$ cat config.mk
export PLATFORM = sky130hd
export DESIGN_NAME = msk_and_hpc3o_seq
export DESIGN_NICKNAME = d
export VERILOG_FILES = /design/src/rtl/msk_and_hpc3o_seq.sv
export SDC_FILE = /design/constraint.sdc
export NUM_CORES = 1
export LEC_CHECK = 0
export BUFFER_PORTS_ARGS = -buffer_cell sky130_fd_sc_hd__buf_2
export CORE_AREA = 4 4 53 50
export CTS_BUF_LIST = sky130_fd_sc_hd__clkbuf_4 sky130_fd_sc_hd__clkbuf_8
export CTS_CLUSTER_DIAMETER = 50
export DETAILED_ROUTE_END_ITERATION = 8
export DIE_AREA = 0 0 57 54
export HOLD_SLACK_MARGIN = 0.05
export PLACE_DENSITY = 0.64
export SYNTH_ARGS = -nofsm -noshare
export SYNTH_HDL_FRONTEND = slang
export SYNTH_SLANG_ARGS = --single-unit
$ cat constraint.sdc
create_clock -name clk -period 1.95 [get_ports clk]
set_clock_uncertainty 0.15 [all_clocks]
set_input_delay 0.39 -clock clk [delete_from_list [all_inputs] [get_ports clk]]
set_output_delay 0.39 -clock clk [all_outputs]
set_load 0.02 [all_outputs]
$ cat src/rtl/msk_and_hpc3o_seq.sv
`default_nettype none
// +----------------------------------------------------------------------------+
// | Module   : msk_and_hpc3o_seq                                               |
// | Purpose  : Sequencer for a folded, control-indexed masked HPC3 AND gadget. |
// |            Captures one d-share operand pair, runs NPASS gadget passes    |
// |            (one fresh PRNG word each), XOR-accumulates the gadget output  |
// |            shares and returns the product sharing over valid/ready.       |
// | Ports    : clk, rst                  clock / sync active-high reset       |
// |            in_valid/in_ready/in_a/in_b    operand pair handshake         |
// |            rnd_valid/rnd_ready/rnd_in     PRNG stream                    |
// |            g_ina/g_ina_prev/g_inb/g_rnd/g_s  gadget drive               |
// |            g_out                          gadget output shares          |
// |            out_valid/out_ready/out_data   result sharing handshake      |
// | Revision : 1.0  initial release                                           |
// +----------------------------------------------------------------------------+
module msk_and_hpc3o_seq #(
  parameter int D          = 2,
  parameter int SHIDX_BITS = 3,
  parameter int NPASS      = D - 1,
  parameter int RW         = D * (D - 1)
) (
  input  logic                  clk,
  input  logic                  rst,
  input  logic                  in_valid,
  output logic                  in_ready,
  input  logic [D-1:0]          in_a,
  input  logic [D-1:0]          in_b,
  input  logic                  rnd_valid,
  output logic                  rnd_ready,
  input  logic [RW-1:0]         rnd_in,
  output logic [D-1:0]          g_ina,
  output logic [D-1:0]          g_ina_prev,
  output logic [D-1:0]          g_inb,
  output logic [RW-1:0]         g_rnd,
  output logic [SHIDX_BITS-1:0] g_s,
  input  logic [D-1:0]          g_out,
  output logic                  out_valid,
  input  logic                  out_ready,
  output logic [D-1:0]          out_data
);

  localparam logic [SHIDX_BITS-1:0] c_k_last = SHIDX_BITS'(NPASS - 1);
  localparam logic [SHIDX_BITS-1:0] c_one    = SHIDX_BITS'(1);

  typedef enum logic [1:0] {
    S_IDLE  = 2'd0,
    S_RUN   = 2'd1,
    S_DRAIN = 2'd2,
    S_DONE  = 2'd3
  } state_t;

  state_t                  r_state;
  state_t                  w_state_nxt;
  logic [D-1:0]            r_a;
  logic [D-1:0]            r_b;
  logic [D-1:0]            r_acc;
  logic [SHIDX_BITS-1:0]   r_k;
  logic [SHIDX_BITS-1:0]   r_s;
  logic                    r_fired;
  logic                    r_out_valid;
  logic                    w_in_ready;
  logic                    w_fire;

  // Next-state and handshake decode. rst forces every strobe low so nothing
  // is accepted, consumed or spent in a reset cycle.
  always_comb begin
    w_state_nxt = r_state;
    w_in_ready  = 1'b0;
    w_fire      = 1'b0;
    case (r_state)
      S_IDLE: begin
        w_in_ready = 1'b1;
        if (in_valid) w_state_nxt = S_RUN;
      end
      S_RUN: begin
        w_fire = rnd_valid;
        if (rnd_valid && (r_k == c_k_last)) w_state_nxt = S_DRAIN;
      end
      // One cycle for the gadget output of the final pass to be absorbed.
      S_DRAIN: w_state_nxt = S_DONE;
      S_DONE: begin
        if (out_ready) w_state_nxt = S_IDLE;
      end
      default: w_state_nxt = S_IDLE;
    endcase
    if (rst) begin
      w_in_ready = 1'b0;
      w_fire     = 1'b0;
    end
  end

  always_ff @(posedge clk) begin
    if (rst) begin
      r_state     <= S_IDLE;
      r_a         <= '0;
      r_b         <= '0;
      r_acc       <= '0;
      r_k         <= '0;
      r_s         <= '0;
      r_fired     <= 1'b0;
      r_out_valid <= 1'b0;
    end else begin
      r_state     <= w_state_nxt;
      r_out_valid <= (w_state_nxt == S_DONE);
      // The gadget control is latency-1: the pass index follows its rnd word
      // by one cycle and is zero on any cycle after a stall, which silences
      // every cross term so the accumulator sees g_out = 0.
      r_fired     <= w_fire;
      r_s         <= w_fire ? (r_k + c_one) : '0;
      if (r_fired) r_acc <= r_acc ^ g_out;
      if ((r_state == S_IDLE) && in_valid) begin
        r_a   <= in_a;
        r_b   <= in_b;
        r_acc <= '0;
        r_k   <= '0;
      end else if (w_fire && (r_k != c_k_last)) begin
        r_k <= r_k + c_one;
      end
    end
  end

  // Operands are held from capture to the next IDLE, so ina_prev (previous
  // cycle's ina) is simply the same register.
  assign g_ina      = rst ? '0 : r_a;
  assign g_ina_prev = rst ? '0 : r_a;
  assign g_inb      = rst ? '0 : r_b;
  // Randomness is only exposed on a consuming cycle.
  assign g_rnd      = w_fire ? rnd_in : '0;
  assign g_s        = r_s;
  assign rnd_ready  = w_fire;
  assign in_ready   = w_in_ready;
  assign out_valid  = r_out_valid & ~rst;
  assign out_data   = r_acc;

endmodule
`default_nettype wire

==> results.cfg <==
[synth]
syn_area_per_cell_sq_um = 9.75
synth_edf_count = 0
ys_warn_count = 0
ys_seq_area_share_pct = 45.0
synth_ff_type = dfxtp_1
synth_top_area_share_pct = 45.0
yosysUniqueCellTypes = 27
ys_top_cells_by_count = dfxtp_1, nor2_1, inv_1, nor2b_1
synth.most_common_cell = dfxtp_1
ys_ff_latch = 16
syn_area_sq_um = 712
syn_inst = 73
yosys-top-cells-area = dfxtp_1, mux2i_1, nor2b_1
async_flop_share_pct = 0
syn_nets = 88
yosysTopAreaCell = dfxtp_1

[critical_path]
crit_path_start_kind = flop
cp_num_buf_inv = 2
critPathMaxStageDelay_ns = 0.36
reg2reg_depth = 5
crit_path_start = r_state[1]$_SDFF_PP0_
crit_type = reg -> out
critPathMaxFanout = 7
critPathArrivalTime_ns = 1.29
slowest_stage = dfxtp_2
cp_data_required_time_ns = 1.41
path_cells = nand4bb_4 > inv_4 > and2_1 > buf_2
r2r-start = r_k[0]$_SDFFE_PP0P_
worstSetupPathDepth = 4
r2r_slack_ns = 0.45
endpoint = g_rnd[0]
r2r-end = r_state[0]$_SDFF_PP0_
cp-end-kind = output port
crit_family = simple AND/OR/NAND/NOR gates

[route]
wl_met2_um = 608
top_layer = met3
drtPass1Iterations = 4
vias_per_cell = 4.48
drt_wl_total_um = 1310
met3_length_um = 94
drc = 0
drtAntennaViolNets = 0
via_count = 582
detail_route.iter0.violations = 6
wl_met1_um = 607
routedWlPerCell_um = 10.1

[global_routing]
grt_overflow = 0
grt_util_all_layers_pct = 9.42
grt_start_max_net_pins = 15
antenna_found_initial = 0
grt_pass1_wl_um = 2240
grt_pass1_vias = 543

[timing]
setup_viol_count_final = 0
setup-tns-final_ns = 0
min_period_ns = 1.83
hold_viol = 0
grt_setup_unrepaired = no
final.setup.worst_slack_ns = 0.119
fmax_ghz = 0.546
slew_violations = 0
tightest_slew_ns = 0.315
slew_headroom_pct = 79.0
final.period_utilization_pct = 93.9

[pwr]
swShare_pct = 24.4
powerDensity_nw_per_um2 = 721
power_mw = 0.657
pwr-share-seq_pct = 53.5
clockPowerShare_pct = 32.5
vdd_ir_drop_max_mv = 0.414
p_switching_mw = 0.161
p_leak_nw = 0.451
p_int_mw = 0.497
comb_power_share_pct = 14.0

[flow_run]
drv_cap = 0

[clock_tree]
h-tree-depth = 1
cts_tree = yes
clock_sinks = 16
clock_latency_ns = 0.28
holdBufCountCts = 0
clockBufferDepth = 2
cts_root_buf = clkbuf_4
path_clk_slew_ns = 0.10
numCtsBuffers = 3

[floorplanning]
rows = 16
boundaryPins = 29
start_util_pct = 33.5
core_area_sq_um = 2120
die-area_sq_um = 3080
die_h_um = 54
fp.dieW_um = 57

[layout]
fin_area_sq_um = 912
finalNetCount = 119
area_delta_synth_final_pct = 28.1
diodes = 0
final_cells = 130
drive_above_1_share_pct = 39.8

[place]
pre_cts_ws_ns = 0.142
dp_hpwl_um = 1030
port_buffers = 28
placed_area_sq_um = 863
place.gp.congestion = 0.721
dp.cells = 125

[min_path]
holdCritStartpoint = in_b[0]
hold_depth = 3
hp-class = in -> reg

[outcome]
status = completed
registers in the layout, summed over array words and instances, names as in the netlist:
name and flops:
g_s 3, out_data 2, r_a 2, r_b 2, r_fired 1, r_k 3, r_out_valid 1, r_state 2
timing repair:
item | 4_1_cts | 5_1_grt
resized for setup | 2 | 2
buffers inserted | 0 | 1
endpoints found under the setup margin | 2 | 2
cloned | 0 | 0
pin swaps | 0 | 1
per-stage QoR:
| step | hold WS, ns | util [%] |
|---|---|---|
| 5_1_grt | 0.185 | 43.0 |
| 4_1_cts | 0.176 | 42.5 |
| 6_report | 0.185 | 43.0 |
| 2_1_floorplan | 0.284 | - |
| 3_3_place_gp | 0.319 | 40.7 |
| 3_5_place_dp | 0.316 | 40.7 |
worst min path at each step:
stage / slack [ns] / end
2_1_floorplan: 0.28 / g_s[0]$_SDFF_PP0_
3_3_place_gp: 0.32 / r_b[0]$_SDFFE_PP0P_
3_5_place_dp: 0.32 / g_s[0]$_SDFF_PP0_
4_1_cts: 0.18 / r_b[0]$_SDFFE_PP0P_
5_1_grt: 0.19 / r_b[0]$_SDFFE_PP0P_
6_report: 0.18 / r_b[0]$_SDFFE_PP0P_
power by group through the flow:
stage,Clock (mW),Combinational (mW),Sequential (mW)
after detailed placement,0,0.0916,0.359
after global placement,0,0.0908,0.359
final,0.213,0.0921,0.352
after global routing,0.233,0.101,0.355
after floorplan,0,0.0654,0.358
after CTS,0.224,0.0922,0.352
cell type report:
| class | count | area [sq um] |
|---|---|---|
| Inverter | 6 | 25.0 |
| Multi-Input combinational cell | 47 | 339 |
| Tap cell | 27 | 33.8 |
| Timing Repair Buffer | 30 | 155 |
| Fill cell | 244 | 1210 |
| Clock buffer | 4 | 36.3 |
| Sequential cell | 16 | 323 |
per-layer routing:
layer | vias to the layer above | GRT usage (%)
met2 | 20 | 14.6
met5 | - | 0
met1 | 262 | 12.2
met3 | 0 | 2.40
met4 | 0 | 4.63
li1 | 300 | -
cell usage in the layout (no fill, tap or decap), types with 3 or more instances in the layout:
cell type and n:
dfxtp_1 14, nand2_1 4, and2_1 3, mux2i_1 4
nor2b_1 6, clkbuf_4 3, buf_2 28, inv_1 5
nor2_1 8
worst register-to-register path: stages (launching register included):
cell     delay, ns
dfxtp_1       0.40
inv_1         0.06
ha_1          0.20
nor2b_1       0.18
a211o_1       0.30
a31oi_1       0.15
kinds of logic after synthesis:
logic type | Yosys count | synth area share, %
AND/OR/NAND/NOR | 29 | 25.7
flip-flops | 16 | 45.0
multiplexers | 4 | 5.62
buffers and inverters | 10 | 7.38
XOR/XNOR | 3 | 3.69
adder cells (fa/ha/maj) | 2 | 3.51
AO/OA/AOI/OAI | 9 | 9.14
Note: power is estimated with default switching activity, not from simulation.
